==> src/rtl/axis_fifo_reg.sv <==
// Registered AXI-stream FIFO: one output register backed by a (DEPTH-1)-entry ring.
// Every output is a flop, so the block can sit between stages as an elastic timing-closure buffer.
module axis_fifo_reg #(
  parameter int DATA_WIDTH  = 8,
  parameter int DEPTH       = 4,
  parameter int COUNT_WIDTH = $clog2(DEPTH + 1)
) (
  input  logic                   clock,
  (* X_INTERFACE_PARAMETER = "POLARITY ACTIVE_HIGH" *)
  input  logic                   reset,
  input  logic [DATA_WIDTH-1:0]  s_tdata,
  input  logic                   s_tvalid,
  output logic                   s_tready,
  output logic [DATA_WIDTH-1:0]  m_tdata,
  output logic                   m_tvalid,
  input  logic                   m_tready,
  output logic [COUNT_WIDTH-1:0] count
);

  localparam int RING_DEPTH = DEPTH - 1;
  localparam int PTR_WIDTH  = (RING_DEPTH > 1) ? $clog2(RING_DEPTH) : 1;
  localparam logic [PTR_WIDTH-1:0]   PTR_LAST   = PTR_WIDTH'(RING_DEPTH - 1);
  localparam logic [COUNT_WIDTH-1:0] COUNT_FULL = COUNT_WIDTH'(DEPTH);
  localparam logic [COUNT_WIDTH-1:0] COUNT_ONE  = COUNT_WIDTH'(1);

  logic [DATA_WIDTH-1:0]  ring [RING_DEPTH];
  logic [PTR_WIDTH-1:0]   rd_ptr;
  logic [PTR_WIDTH-1:0]   wr_ptr;
  logic [COUNT_WIDTH-1:0] count_next;

  logic push;
  logic pop;
  logic load_en;
  logic ring_empty;
  logic ring_rd;
  logic bypass;
  logic ring_wr;

  // Explicit wrap so non-power-of-two ring depths never rely on binary overflow.
  function automatic logic [PTR_WIDTH-1:0] next_ptr(input logic [PTR_WIDTH-1:0] ptr);
    return (ptr == PTR_LAST) ? '0 : ptr + PTR_WIDTH'(1);
  endfunction

  assign push    = s_tvalid && s_tready;
  assign pop     = m_tvalid && m_tready;
  assign load_en = !m_tvalid || m_tready;

  // The output register holds one word whenever count != 0, so the ring holds count-1.
  assign ring_empty = (count <= COUNT_ONE);
  assign ring_rd    = load_en && !ring_empty;
  assign bypass     = load_en && ring_empty && push;
  assign ring_wr    = push && !bypass;

  always_comb begin
    // NOTE: defaulting every always_comb output first rules out an inferred latch.
    count_next = count;
    case ({push, pop})
      2'b10:   count_next = count + COUNT_ONE;
      2'b01:   count_next = count - COUNT_ONE;
      default: count_next = count;
    endcase
  end

  // NOTE: sequential state uses non-blocking assignments so every flop samples pre-edge values.
  always_ff @(posedge clock) begin
    if (reset) begin
      count    <= '0;
      m_tvalid <= 1'b0;
      s_tready <= 1'b1;
      rd_ptr   <= '0;
      wr_ptr   <= '0;
    end else begin
      count    <= count_next;
      m_tvalid <= (count_next != '0);
      s_tready <= (count_next < COUNT_FULL);
      if (ring_rd) rd_ptr <= next_ptr(rd_ptr);
      if (ring_wr) wr_ptr <= next_ptr(wr_ptr);
    end
  end

  // NOTE: payload storage is deliberately not reset; m_tvalid qualifies m_tdata and
  // the pointers qualify the ring, so clearing the data would only add reset fan-out.
  always_ff @(posedge clock) begin
    if (!reset) begin
      if (ring_wr) ring[wr_ptr] <= s_tdata;
      if (ring_rd) begin
        m_tdata <= ring[rd_ptr];
      end else if (bypass) begin
        m_tdata <= s_tdata;
      end
    end
  end

  a_valid_tracks_count : assert property (@(posedge clock) disable iff (reset)
    m_tvalid == (count != '0));
  a_ready_tracks_count : assert property (@(posedge clock) disable iff (reset)
    s_tready == (count != COUNT_FULL));
  a_full_implies_valid : assert property (@(posedge clock) disable iff (reset)
    !s_tready |-> m_tvalid);

endmodule

==> config.mk <==
export PLATFORM = sky130hd
export DESIGN_NAME = axis_fifo_reg
export DESIGN_NICKNAME = d
export VERILOG_FILES = /design/src/rtl/axis_fifo_reg.sv
export SDC_FILE = /design/constraint.sdc
export NUM_CORES = 1
export LEC_CHECK = 0
export BUFFER_PORTS_ARGS = -buffer_cell sky130_fd_sc_hd__buf_2
export CAP_MARGIN = 15
export CORE_MARGIN = 2
export CORE_UTILIZATION = 58
export CTS_BUF_LIST = sky130_fd_sc_hd__clkbuf_8
export DETAILED_ROUTE_END_ITERATION = 7
export PLACE_DENSITY = 0.84
export SKIP_CTS_REPAIR_TIMING = 1
export SLEW_MARGIN = 20
export SYNTH_ARGS = -nofsm -noshare
export SYNTH_HDL_FRONTEND = slang
export SYNTH_SLANG_ARGS = --single-unit
==> constraint.sdc <==
create_clock -name clock -period 3.25 [get_ports clock]
set_input_delay 0.65 -clock clock [delete_from_list [all_inputs] [get_ports clock]]
set_output_delay 0.65 -clock clock [all_outputs]
set_load 0.005 [all_outputs]
After elaboration in Yosys (flattened, before gate mapping). Memory sizes are Yosys's and may differ from the RTL's. A register that Yosys moved wholly into a read port is not among the register bits. Index checks and enable logic that the tools add are counted.

Input bits: 12. Memories kept: 1. Register bits: 17. RAM bits: 24. Word-level logic and storage cells: 41.

Reductions and logical operators: 13. Muxes and demuxes: 10. Add/sub/neg operators: 4. Bitwise logic cells: 1. $lt $le $gt $ge: 2. Equal/unequal tests: 4.

Memories: ring (words 3, width 8, read ports 1, clocked after Yosys merged registers in 1, wr ports 1, line 26) `logic [DATA_WIDTH-1:0] ring [RING_DEPTH];`.

Operators with widths (count): 8-bit two-way mux (2); 2-bit two-way mux (4); 2-bit == test (second input constant) (3); 1-bit logical AND (6); 3-bit one-hot mux with 2 select lines (1); 2-bit by 1-bit adder with 2-bit output (second input constant) (2); 3-bit by 1-bit adder with 3-bit output (second input constant) (1); 3-bit by 1-bit <= comparator with 1-bit output (second input constant) (1); 1-bit logical NOT (3); 3-bit less-than comparator (second input constant) (1); 1-bit two-way mux (3); 3-bit nonzero test (1); 3-bit by 1-bit subtractor with 3-bit output (second input constant) (1); 2-bit by 1-bit == test with 1-bit output (second input constant) (1); 2-bit AND reduction (1); 2-bit nonzero test (1); 1-bit logical OR (1); 1-bit NOT (1).

Depth between registers and ports, before layout. Gate-level depths: netlist of the first run.

Depth in word-level cells: 9. Depth in mapped cells: 8. Gate-level depth less buffers: 7.

Least setup slack after synthesis of the first run. OpenSTA, ideal clock, no wires.

Path kind: reg2reg. Start: register count[1]. End: memory ring[2][0] (enable). Library setup time: 398 ps. Period minus slack after synthesis: 2375 ps. Arrival: 1977 ps. Slack: 875 ps. Stages on the path, launching flop included: 6. Data required time: 2852 ps. Path through: dfxtp_1 inv_1 ha_1 o21ba_4 o311ai_4 nor4b_1.

Longest elaborated chain between the ends: 8.

Ends and longest elaborated chain: start, declared (line 17) `output logic [COUNT_WIDTH-1:0] count`; start signal, assigned (line 73) `count <= count_next;`; 3-bit by 1-bit <= comparator with 1-bit output (line 49) `assign ring_empty = (count <= COUNT_ONE);`; 1-bit logical AND (2 in series) (line 51) `assign bypass = load_en && ring_empty && push;`; 1-bit logical NOT (line 52) `assign ring_wr = push && !bypass;`; 1-bit logical AND (line 52); 1-bit two-way mux (line 85) `if (ring_wr) ring[wr_ptr] <= s_tdata;`; 1-bit two-way mux (line 84) `if (!reset) begin`; 1-bit two-way mux (not written as such) (line 85); end, declared (line 26).

Every way passes these cells.

Worst setup path in the final report of the first run.
Start: register count[1]. End: memory ring[1][1] (enable).

Same word-level chain as after synthesis.

==> metrics.yaml, run 1 <==
setup_path:
  slowest_stage: "nor4b_2"
  max_stage_delay_ns: 0.79
  r2r_slack_ns: 0.98
  worst_ep_required_time_ns: 3.16
  crit_type: "flip-flop to flip-flop"
  startpoint: "count[1]$_SDFF_PP0_"
  startpoint_type: "flip-flop"
  critPathCaptureType: "flip-flop"
  path_cells: "inv_1 > ha_1 > o21ba_4 > o311ai_4 > nor4b_2"
  crit_fanout: 9
  reg2reg_depth: 5
  arrival_ns: 2.18
  crit_end: "ring[1][1]$_DFFE_PP_"
  r2r_start: "count[1]$_SDFF_PP0_"
  r2r-end: "ring[1][1]$_DFFE_PP_"
grt:
  antenna_found_initial: 0
  overflow: 0
  first_global_vias: 1151
  grt_usage: 0.2020
  grt_max_degree: 21
  grt_pass1_wl_mm: 5.030
placement:
  port-buffer-count: 24
  dpl_cell_area_sq_mm: 0.001947
  dpl.hpwl_mm: 2.163
  place_congestion: 0.8080
floorplanning:
  initial_utilization: 0.5983
  coreArea_sq_mm: 0.003003
  die_h_microns: 59.66
  ios: 25
  die-width_microns: 59.66
  row_count: 20
  design.die.area_sq_mm: 0.003559
final_layout:
  design_area_sq_mm: 0.002031
  drive_gt1_frac: 0.2485
  layout_commonest_cell: "edfxtp_1"
  final_cell_mix: "edfxtp_1, buf_2, nand2_1"
  fin_nets: 181
  num_antenna_cells: 0
  area_delta_synth_final_pct: 13.02
  fillCellCount: 228
clock_tree:
  clk_latency_ns: 0.29
  root_buffer: "clkbuf_8"
  htreeDepth: 2
  cts_tree: "built"
  clkTransAtPathRegs_ns: 0.07
  cts-buffers-inserted: 5
  cts_sinks: 43
  cts_buffer_depth: 2
power_and_ir_drop:
  power_density_mw_per_mm2: 713.7
  p_clk_frac: 0.215
  p_comb_frac: 0.262
  swShare: 0.3023
  seqPwrFrac: 0.523
  p_leak_nw: 0.7810
  p_int_mw: 1.011
  max-vdd-ir-drop_v: 0.0003657
  power.switching_mw: 0.4382
run:
  max_cap_violations: 0
outcome:
  status: "finished clean"
drt:
  wl_met2_mm: 1.543
  drc: 0
  ant_nets: 0
  via_count: 1140
  wl_per_cell_microns: 15.01
  vias_per_cell: 5.758
  wl_met1_mm: 1.119
  first_pass_iters: 4
  wl_met3_microns: 210
  wirelength_mm: 2.971
  top_layer: "met4"
  drt_iter0_drc: 43
yosys:
  ys_seq_area_frac: 0.6574
  synth_area_per_cell_sq_um: 13.21
  synthesis.area_sq_mm: 0.001797
  synthTopCellsByArea: "edfxtp_1, dfxtp_1, mux2i_1, ha_1, a21oi_1"
  yosysWarningCount: 0
  syn_nets: 153
  synth_cell_type_count: 32
  syn_inst: 136
  synth_seq_cells: 43
  synth_area_leader_cell: "edfxtp_1"
  synth.top_cell.area_share: 0.5348
sta:
  setup_viol_count_final: 0
  fin_crit_ns: 2.269
  tns_ns: 0
  relSlewSlack: 0.3689
  hold_viol_final: 0
  slew_violations: 0
  worstMarginPinSlew_ns: 0.9389
  fin_skew_ns: 0.008729
  fin_crit_sh: 0.6982
  fmax_mhz: 440.7
  rsz0062_at_grt: "false"
hold_path:
  min_path_type: "flip-flop to flip-flop"
==> cell type report <==
type	instances	area, sq um	share of cell area
Clock buffer	5	68.82	0.03389
Clock inverter	3	15.01	0.007394
Inverter	10	37.54	0.01848
Multi-Input combinational cell	77	544.3	0.2680
Sequential cell	43	1181	0.5816
Tap cell	33	41.29	0.02033
Timing Repair Buffer	27	142.6	0.07024
==> cell families (layout without fill, tap and decap cells) <==
family          Yosys count  in the layout  synth area share
fa+ha+maj                 5              5           0.03482
flops                    43             43            0.6574
simple gates             32             32           0.09401
buf+inv                  16             45           0.03969
compound gates           32             32            0.1295
mux                       8              8           0.04457
==> worst max-delay path, delay by kind of cell (launching register included) <==
family / cells / cell delay, ns
flops: 1 / 0.42
fa+ha+maj: 1 / 0.19
compound gates: 2 / 0.39
simple gates: 1 / 0.79
buf+inv: 1 / 0.10
==> synthesized netlist by cell type <==
cell type and instances:
o311ai_2 1, a211oi_1 2, mux2i_1 8, nor4b_2 1, or3_1 1, o21ba_4 1
a21oi_1 10, a22oi_1 1, buf_6 1, inv_1 10, nor2_1 11, nor3_1 1
o22ai_1 1, a31o_1 2, nor4b_1 1, nor2b_1 1, ha_1 5, o21bai_2 1
o311ai_0 1, o311ai_4 1, o21ai_0 10, nor2b_4 1, and2_1 1, buf_2 2
edfxtp_1 32, nand2_1 12, clkbuf_1 2, clkbuf_2 1, or3b_1 1, nor4_2 1
dfxtp_1 11, a21o_1 1
==> layer usage <==
layer / GRT usage / up-vias
li1: - / 546
met1: 0.2149 / 541
met3: 0.08442 / 12
met2: 0.3354 / 41
met4: 0.1143 / 0
met5: 0 / -
==> state kept, by name, summed over array words and instances (netlist names), named ones only <==
| signal | flops |
|---|---|
| ring | 24 |
| m_tdata | 8 |
| count | 3 |
| rd_ptr | 2 |
| wr_ptr | 2 |
| m_tvalid | 1 |
| s_tready | 1 |
==> worst min path at each step <==
stage | from | end | slack, ns | cells past startpoint
floorplan | rd_ptr[0]$_SDFFE_PP0N_ | flip-flop | 0.45 | 2
global placement | rd_ptr[1]$_SDFFE_PP0N_ | flip-flop | 0.46 | 2
detailed placement | rd_ptr[0]$_SDFFE_PP0N_ | rd_ptr[0]$_SDFFE_PP0N_ | 0.48 | 2
CTS | rd_ptr[0]$_SDFFE_PP0N_ | rd_ptr[0]$_SDFFE_PP0N_ | 0.50 | 2
global route | rd_ptr[0]$_SDFFE_PP0N_ | flip-flop | 0.52 | 2
finish | rd_ptr[0]$_SDFFE_PP0N_ | rd_ptr[0]$_SDFFE_PP0N_ | 0.51 | 2
==> power groups by stage <==
stage / combinational (mW) / sequential, mW / clock [mW]
finish: 0.380 / 0.758 / 0.312
global route: 0.431 / 0.772 / 0.341
CTS: 0.384 / 0.760 / 0.325
detailed placement: 0.382 / 0.771 / 0
global placement: 0.360 / 0.764 / 0
floorplan: 0.304 / 0.743 / 0
==> stage by stage <==
| step | util | total power [mW] | hold WS [ns] | worst slack, ns | instances |
|---|---|---|---|---|---|
| 2_1_floorplan | - | 1.047 | 0.4542 | 0.8752 | 136 |
| 6_report | 0.6763 | 1.449 | 0.5063 | 0.9808 | 198 |
| 3_5_place_dp | 0.6483 | 1.153 | 0.4830 | 0.9569 | 190 |
| 4_1_cts | 0.6763 | 1.469 | 0.5038 | 0.9462 | 198 |
| 3_3_place_gp | 0.6483 | 1.124 | 0.4640 | 1.077 | 190 |
| 5_1_grt | 0.6763 | 1.543 | 0.5184 | 0.7879 | 198 |
Power figures use the tool's default switching activity.
==> inputs of run 2 (changes only) <==
==> constraint.sdc (replaced) <==
create_clock -name clock -period 2.4 [get_ports clock]
set_input_delay 0.48 -clock clock [delete_from_list [all_inputs] [get_ports clock]]
set_output_delay 0.48 -clock clock [all_outputs]
set_load 0.005 [all_outputs]
==> run 2 against run 1 <==
Effect of this change: setup slack lost 0.52 ns; hold slack lost 0.097 ns; final area grew 0.55%; flip-flop and latch count is the same; sequential power grew 36%; non-clock buffer count grew 2; core utilization grew 0.38 points; first-iteration DRC count grew 26%; final cell count grew 1.0%.
==> metrics.yaml, run 2 (synthesis gave the netlist of run 1 again) <==
placement:
  dp_cells: 192
  dpl.hpwl_mm: 2.278
  port-buffer-count: 24
  place_congestion: 0.7809
floorplanning:
  initial_utilization: 0.5983
  die_h_microns: 59.66
  coreArea_sq_mm: 0.003003
  row_count: 20
  die-width_microns: 59.66
  ios: 25
  design.die.area_sq_mm: 0.003559
setup_path:
  path_cells: "inv_1 > ha_1 > o21ba_4 > o311ai_4 > nor4b_1 > buf_4"
  crit_type: "flip-flop to flip-flop"
  startpoint_type: "flip-flop"
  critPathCaptureType: "flip-flop"
  max_stage_delay_ns: 0.42
  arrival_ns: 1.94
  worst_ep_required_time_ns: 2.40
  slowest_stage: "dfxtp_1"
  crit_fanout: 8
  r2r_slack_ns: 0.46
final_layout:
  layout_commonest_cell: "edfxtp_1"
  drive_gt1_frac: 0.2455
  num_antenna_cells: 0
  fillCellCount: 229
  top_register: "ring"
  reg.largest.list: "ring: 24 flops, m_tdata: 8 flops, count: 3 flops"
  fin_cells: 200
  finish.utilization: 0.6800
  fin_nets: 183
  largest_register_ffs: 24
  final_cell_mix: "edfxtp_1, buf_2, nand2_1"
  area_delta_synth_final_pct: 13.65
grt:
  grt_pass1_wl_mm: 4.940
  first_global_vias: 1097
  antenna_found_initial: 0
  met1_usage: 0.2230
  grt_usage: 0.2008
  overflow: 0
  use_met2: 0.3478
  gr-max-usage-layer: "met2"
  grt_max_degree: 21
  grt_use_met3: 0.07143
drt:
  wirelength_mm: 3.130
  vias_per_cell: 5.550
  ant_nets: 0
  drt_iter0_drc: 54
  via_count: 1110
  wl_per_cell_microns: 15.65
  drc: 0
  first_pass_iters: 4
sta:
  relSlewSlack: 0.5314
  rsz0062_at_grt: "false"
  fin_skew_ns: 0.009467
  setup_viol_count_final: 0
  worstMarginPinSlew_ns: 0.7025
  hold_viol_final: 0
  slew_violations: 0
  fmax_mhz: 516.6
  fin_crit_sh: 0.8065
  fin_hold_ws_ns: 0.4096
  fin_crit_ns: 1.936
  tns_ns: 0
power_and_ir_drop:
  max-vdd-ir-drop_v: 0.0005454
  power.switching_mw: 0.5978
  p_leak_nw: 0.7865
  p_clk_frac: 0.210
  power_density_mw_per_mm2: 964.2
  p_comb_frac: 0.267
  p_int_mw: 1.371
  seqPwrFrac: 0.524
  swShare: 0.3036
clock_tree:
  clk_latency_ns: 0.29
  clkTransAtPathRegs_ns: 0.07
  cts-buffers-inserted: 5
  htreeDepth: 2
  cts_tree: "built"
  cts_sinks: 43
  cts_buffer_depth: 2
  root_buffer: "clkbuf_8"
outcome:
  status: "finished clean"
run:
  max_cap_violations: 0
hold_path:
  min_path_type: "primary input to flip-flop"
==> run 2: critical path: cells and delay by family (launching register included) <==
family | cells | cell delay (ns)
AOI/OAI and AO/OA | 2 | 0.38
DFF | 1 | 0.42
buffers and inverters | 2 | 0.33
adders and majority gates | 1 | 0.18
and+or+nand+nor | 1 | 0.33
==> run 2: power groups by stage <==
| stage | Sequential [mW] | Clock, mW | Combinational (mW) |
|---|---|---|---|
| floorplan | 1.01 | 0 | 0.411 |
| global placement | 1.04 | 0 | 0.494 |
| detailed placement | 1.05 | 0 | 0.529 |
| CTS | 1.03 | 0.424 | 0.529 |
| global route | 1.05 | 0.457 | 0.591 |
| finish | 1.03 | 0.413 | 0.525 |
==> run 2: area by class of cell <==
type	instances	area [sq um]	area share
Sequential cell	43	1181	0.5784
Multi-Input combinational cell	77	544.3	0.2665
Timing Repair Buffer	29	157.7	0.07721
Clock buffer	5	68.82	0.03370
Tap cell	33	41.29	0.02022
Inverter	10	37.54	0.01838
Clock inverter	3	11.26	0.005515
==> run 2: metrics by stage <==
stage          cell area (sq um)  power (mW)  worst slack [ns]
2_1_floorplan               1797       1.417           0.02524
3_3_place_gp                1962       1.535            0.5578
3_5_place_dp                1962       1.580            0.4110
4_1_cts                     2042       1.988            0.4555
5_1_grt                     2042       2.096            0.3434
6_report                    2042       1.969            0.4644
==> run 2: routing by layer <==
metal,part of all wire,vias to the layer above
met5,0,-
met3,0.056,7
met2,0.52,33
li1,-,553
met1,0.40,517
met4,0.022,0
==> run 2: worst paths after layout <==
| check | startpoint | endpoint | depth (start not counted) |
|---|---|---|---|
| setup / recovery | count[1]$_SDFF_PP0_ | ring[2][6]$_DFFE_PP_ | 6 |
| hold / removal | s_tdata[7] | ring[2][7]$_DFFE_PP_ | 1 |
| hold reg to reg | rd_ptr[1]$_SDFFE_PP0N_ | rd_ptr[1]$_SDFFE_PP0N_ | 2 |
| setup reg to reg | count[1]$_SDFF_PP0_ | ring[2][6]$_DFFE_PP_ | 6 |
